## config.mk

```make
export PLATFORM = sky130hd
export DESIGN_NAME = fir_seq_ctrl
export DESIGN_NICKNAME = d
export VERILOG_FILES = /design/src/rtl/fir_pkg.sv /design/src/rtl/fir_sfifo.sv /design/src/rtl/fir_seq_ctrl.sv
export SDC_FILE = /design/constraint.sdc
export NUM_CORES = 1
export LEC_CHECK = 0
export ABC_AREA = 1
export BUFFER_PORTS_ARGS = -buffer_cell sky130_fd_sc_hd__buf_4
export CORE_ASPECT_RATIO = 1.5
export CORE_MARGIN = 10
export CORE_UTILIZATION = 56
export CTS_CLUSTER_SIZE = 28
export DETAILED_ROUTE_END_ITERATION = 8
export GPL_TIMING_DRIVEN = 0
export PLACE_DENSITY = 0.79
export SYNTH_ARGS = -nofsm -noshare
export SYNTH_HDL_FRONTEND = slang
export SYNTH_SLANG_ARGS = --single-unit
```

## constraint.sdc

```tcl
create_clock -name clk -period 3 [get_ports clk]
set_clock_uncertainty 0.15 [all_clocks]
set_input_delay 0.15 -clock clk [delete_from_list [all_inputs] [get_ports clk]]
set_output_delay 0.15 -clock clk [all_outputs]
set_load 0.02 [all_outputs]
```

## src/rtl/fir_pkg.sv

```systemverilog
// fir_pkg: shared widths, tap count and sequencer state encoding for the FIR sequencer.
package fir_pkg;
   localparam int FIR_WIDTH = 18;
   localparam int FIR_TAPS  = 128;
   localparam int FIR_DEPTH = 4;
   typedef enum logic [1:0] {
      ST_IDLE = 2'd0,
      ST_LOAD = 2'd1,
      ST_RUN  = 2'd2
   } fir_state_e;
endpackage

```

## src/rtl/fir_sfifo.sv

```systemverilog
// fir_sfifo: synchronous FIFO with one extra pointer bit to tell full from empty.
module fir_sfifo #(
   parameter int WIDTH = 18,
   parameter int DEPTH = 4
) (
   input  logic             clk,
   input  logic             rst,
   input  logic             i_push,
   input  logic [WIDTH-1:0] i_data,
   input  logic             i_pop,
   output logic [WIDTH-1:0] o_data,
   output logic             o_full,
   output logic             o_empty
);
   localparam int AW = $clog2(DEPTH);
   logic [WIDTH-1:0] r_mem [DEPTH];
   logic [AW:0]      r_wr;
   logic [AW:0]      r_rd;
   always_ff @(posedge clk or posedge rst)
      if (rst) begin
         r_wr <= '0;
         r_rd <= '0;
      end else begin
         if (i_push) r_wr <= r_wr + 1'b1;
         if (i_pop)  r_rd <= r_rd + 1'b1;
      end
   always_ff @(posedge clk)
      if (i_push) r_mem[r_wr[AW-1:0]] <= i_data;
   assign o_data  = r_mem[r_rd[AW-1:0]];
   assign o_full  = (r_wr[AW] != r_rd[AW]) && (r_wr[AW-1:0] == r_rd[AW-1:0]);
   assign o_empty = r_wr == r_rd;
endmodule

```

## src/rtl/fir_seq_ctrl.sv

```systemverilog
// fir_seq_ctrl: buffers samples, drives one TAPS-step burst per sample into the serial
// FIR core, and forwards each captured result (first one after reset dropped) downstream.
module fir_seq_ctrl
   import fir_pkg::*;
#(
   parameter int WIDTH = FIR_WIDTH,
   parameter int TAPS  = FIR_TAPS,
   parameter int DEPTH = FIR_DEPTH
) (
   input  logic             clk,
   input  logic             rst,
   input  logic             en,
   input  logic             s_valid,
   input  logic [WIDTH-1:0] s_data,
   output logic             s_ready,
   output logic [WIDTH-1:0] fir_sample,
   output logic             fir_step,
   input  logic [WIDTH-1:0] fir_result,
   output logic             m_valid,
   output logic [WIDTH-1:0] m_data,
   input  logic             m_ready,
   output logic             busy,
   output logic [15:0]      out_cnt
);
   localparam int CW = $clog2(TAPS);
   fir_state_e       r_state;
   fir_state_e       w_next;
   logic [CW-1:0]    r_tap_cnt;
   logic [WIDTH-1:0] r_sample;
   logic [WIDTH-1:0] r_m_data;
   logic [WIDTH-1:0] w_head;
   logic [15:0]      r_out_cnt;
   logic             r_m_valid;
   logic             r_primed;
   logic             w_full;
   logic             w_empty;
   logic             w_last;
   logic             w_start;
   logic             w_cap;
   logic             w_m_hs;
   fir_sfifo #(.WIDTH(WIDTH), .DEPTH(DEPTH)) u_fifo (
      .clk    (clk),
      .rst    (rst),
      .i_push (s_valid && s_ready),
      .i_data (s_data),
      .i_pop  (w_start),
      .o_data (w_head),
      .o_full (w_full),
      .o_empty(w_empty)
   );
   assign s_ready = !rst && !w_full;
   assign w_last  = r_tap_cnt == CW'(TAPS - 1);
   assign w_m_hs  = r_m_valid && m_ready;
   assign w_cap   = (r_state == ST_RUN) && (r_tap_cnt == CW'(1));
   // A new burst may chain straight off the last step so the period is TAPS+1 cycles.
   assign w_start = ((r_state == ST_IDLE) || ((r_state == ST_RUN) && w_last)) &&
                    en && !w_empty && (!r_m_valid || m_ready);
   always_comb begin
      w_next     = w_start ? ST_LOAD :
                   ((r_state == ST_LOAD) || ((r_state == ST_RUN) && !w_last)) ? ST_RUN : ST_IDLE;
      fir_step   = r_state == ST_RUN;
      busy       = r_state != ST_IDLE;
      fir_sample = r_sample;
      m_valid    = r_m_valid;
      m_data     = r_m_data;
      out_cnt    = r_out_cnt;
   end
   always_ff @(posedge clk or posedge rst)
      if (rst) begin
         r_state   <= ST_IDLE;
         r_tap_cnt <= '0;
         r_sample  <= '0;
         r_m_valid <= 1'b0;
         r_m_data  <= '0;
         r_primed  <= 1'b0;
         r_out_cnt <= '0;
      end else begin
         r_state   <= w_next;
         r_tap_cnt <= (r_state == ST_RUN) ? r_tap_cnt + 1'b1 : '0;
         if (w_start) r_sample <= w_head;
         if (w_cap) r_primed <= 1'b1;
         // The core output at the second step belongs to the previous burst's sample.
         if (w_cap && r_primed) begin
            r_m_valid <= 1'b1;
            r_m_data  <= fir_result;
         end else if (w_m_hs) begin
            r_m_valid <= 1'b0;
         end
         if (w_m_hs) r_out_cnt <= r_out_cnt + 1'b1;
      end
endmodule

```

==> run summary <==
row count - 46
CTS buffer count - 17
YS warnings - 0
Post-synth EDFFs - 72
top cells by count, synth - 225 x nand2_1, 72 x edfxtp_1, 69 x dfrtp_1
cell area power density - 943 nW/µm²
Starting Density - 57.2%
fmax - 0.387 GHz
pre-CTS setup slack - 0.501 ns
total power - 7.60 mW
worst-path maximum fanout - 35
cell taking the most area after synthesis - edfxtp_1
drt wl/cell - 15.8 µm
Syn Std Cell Area - 6060 µm²
startpoint types - input pin
I/O pins - 97
vias in the first global route - 4,947
crit path time final - 2.58 ns
Die ar. - 15,500 µm²
Root Buffer - clkbuf_16
post-route cell area - 8060 µm²
Synth Register Bits - 141
final hold violations - 0
endpoint class of the critical path - register
Pre-antenna DRT Iters - 4
setup TNS - 0 ns
Synth cell types - 30
Core Region - 10,600 µm²
Top FF cell, synth - edfxtp_1
gr usage total - 19.1%
largest net degree at the start of global routing - 41
Syn Area/Cell - 10.1 µm²
initial antenna violation count - 0
clk_lat worst skew - 0.41 ns
Syn-to-layout area delta - 33.0%
worst setup margin - 0.417 ns
first-pass GRT wire length - 23,900 µm
fin util - 76.1%
Min-Delay Path Class - in -> reg
Pleak - 3.80 nW
final setup vio count - 0
max-slew violations - 0
# clock sinks - 141
clk slew on worst S/H paths - 0.06 ns
Vias - 4,733
Slew @ Worst Pin - 0.760 ns
die height - 147 µm
Via-to-Cell Ratio - 5.15
dominant cells by area after synthesis - edfxtp_1 36%, dfrtp_1 28%, nand2_1 14%, inv_1 3.0%, nand4_1 2.8%
DRT iter0 DRCs - 267
fraction of layout cells with a size suffix above 1 - 22.5%
Buffers on Ports - 96
ys async rst share - 48.9%
CTS tree - built
area of placed instances - 7090 µm²
Rel. slew slack - 49.2%
status - finished clean
WP data required - 2.97 ns
unrepaired setup endpoints after global routing - no
placer congestion estimate - 0.813
Setup Buffers After CTS - 0
post-DP HPWL - 9760 µm
Nets - 811
clock tree buffer depth - 2
post-CTS sizing - 0
top-count cell post-synth - nand2_1
H-tree level count - 4
Yosys top cell area share - 35.7%
WL final - 14,500 µm
post-synthesis net count - 652
post-synthesis sequential area ratio - 64.1%
Layout fillers - 693
Inserted Diodes - 0
WP data arrival - 2.56 ns
DR DRC count - 0
Final Cycle Share - 86.1%
Mapped Cells - 603
grt ovf - 0
MaxCap Viol Count - 0
Max VDD drop - 0.644 mV
DRT antenna net count - 0
Die W - 105 µm
Setup CP Type - in -> reg
==> final timing paths <==
kind                                            start                      endpoint  slack [ns]  cells past startpoint
min                                                en    u_fifo.r_rd[1]$_DFFE_PP0P_        0.02                      5
max                                               rst  u_fifo.r_mem[0][2]$_DFFE_PP_        0.42                      6
min reg2reg                     m_data[8]$_DFFE_PP0P_         m_data[8]$_DFFE_PP0P_        0.33                      2
max reg2reg                u_fifo.r_wr[1]$_DFFE_PP0P_  u_fifo.r_mem[0][2]$_DFFE_PP_        0.66                      5
max in group asynchronous                         rst     fir_sample[2]$_DFFE_PP0P_        1.78                      4
min in group asynchronous                         rst        out_cnt[1]$_DFFE_PP0P_        0.29                      3
==> cell usage in the layout (no fill, tap or decap), types with 2 or more instances in the layout <==
cell type and n:
nor2_2 6, nand4_1 27, edfxtp_1 72, buf_16 3
nor3_1 3, dlygate4sd3_1 39, dfrtp_1 69, buf_2 17
inv_6 6, clkbuf_16 17, o21ai_0 22, clkinvlp_4 4
clkinv_1 2, nand2_1 225, buf_4 96, nor2_4 2
ha_1 8, xor2_1 9, buf_8 2, nand3_1 27
inv_1 47, clkinv_4 2, a21oi_1 4, nor2_1 36
xnor2_1 8, nand3_2 6, buf_12 2, inv_8 2
==> stage by stage <==
step                hold WS (ns)  cells
floorplan                 0.0964    603
CTS                       0.0107    919
global route              0.0597    919
detailed placement         0.180    848
global placement           0.197    843
finish                    0.0180    919
==> timing repair <==
item,4_1_cts,5_1_grt
endpoints found under the setup margin,0,0
endpoints found under the hold margin,125,0
hold buffers,39,0
==> state kept, by name (all words and copies together) (netlist names) <==
signal	flops
fir_sample	18
m_data	18
m_valid	1
out_cnt	16
r_primed	1
r_state	2
r_tap_cnt	7
u_fifo.r_mem	72
u_fifo.r_rd	3
u_fifo.r_wr	3
==> per-layer routing <==
metal  part of all wire, %  track usage, %  vias to the layer above
met3                   5.3            4.09                       23
li1                      -               -                     2287
met2                    54            34.4                      173
met1                    39            21.1                     2250
met5                     0               0                        -
met4                   1.7            8.06                        0
==> logic make-up after synthesis <==
group | share of synthesized area, %
and+or+nand+nor | 23.7
DFF | 64.1
buffers and inverters | 5.74
AOI/OAI and AO/OA | 2.27
xor gates and xnor gates | 2.46
adders and majority gates | 1.65
==> area by class of cell <==
type	instances	area, µm²	share of cell area [%]
clock buffer	17	425	5.28
inverter	51	195	2.42
sequential	141	3890	48.2
tap	144	180	2.24
clock inverter	15	150	1.86
timing repair buffer	140	1230	15.2
multi-input combinational	388	1840	22.8
buffer	23	156	1.94
==> power by group <==
part	internal (mW)	total (mW)	switching, mW	leakage (nW)
Sequential	2.49	2.78	0.289	1.52
Clock	1.17	2.01	0.848	0.276
Combinational	1.04	2.81	1.77	2.01
Total	4.70	7.60	2.90	3.80
==> critical path, cell delays in order <==
cell and delay, ns:
dlygate4sd3_1 0.54, buf_4 0.14, clkinvlp_4 0.50, nand3_1 0.42, nor2_2 0.55, buf_8 0.23
Power figures use the tool's default switching activity.
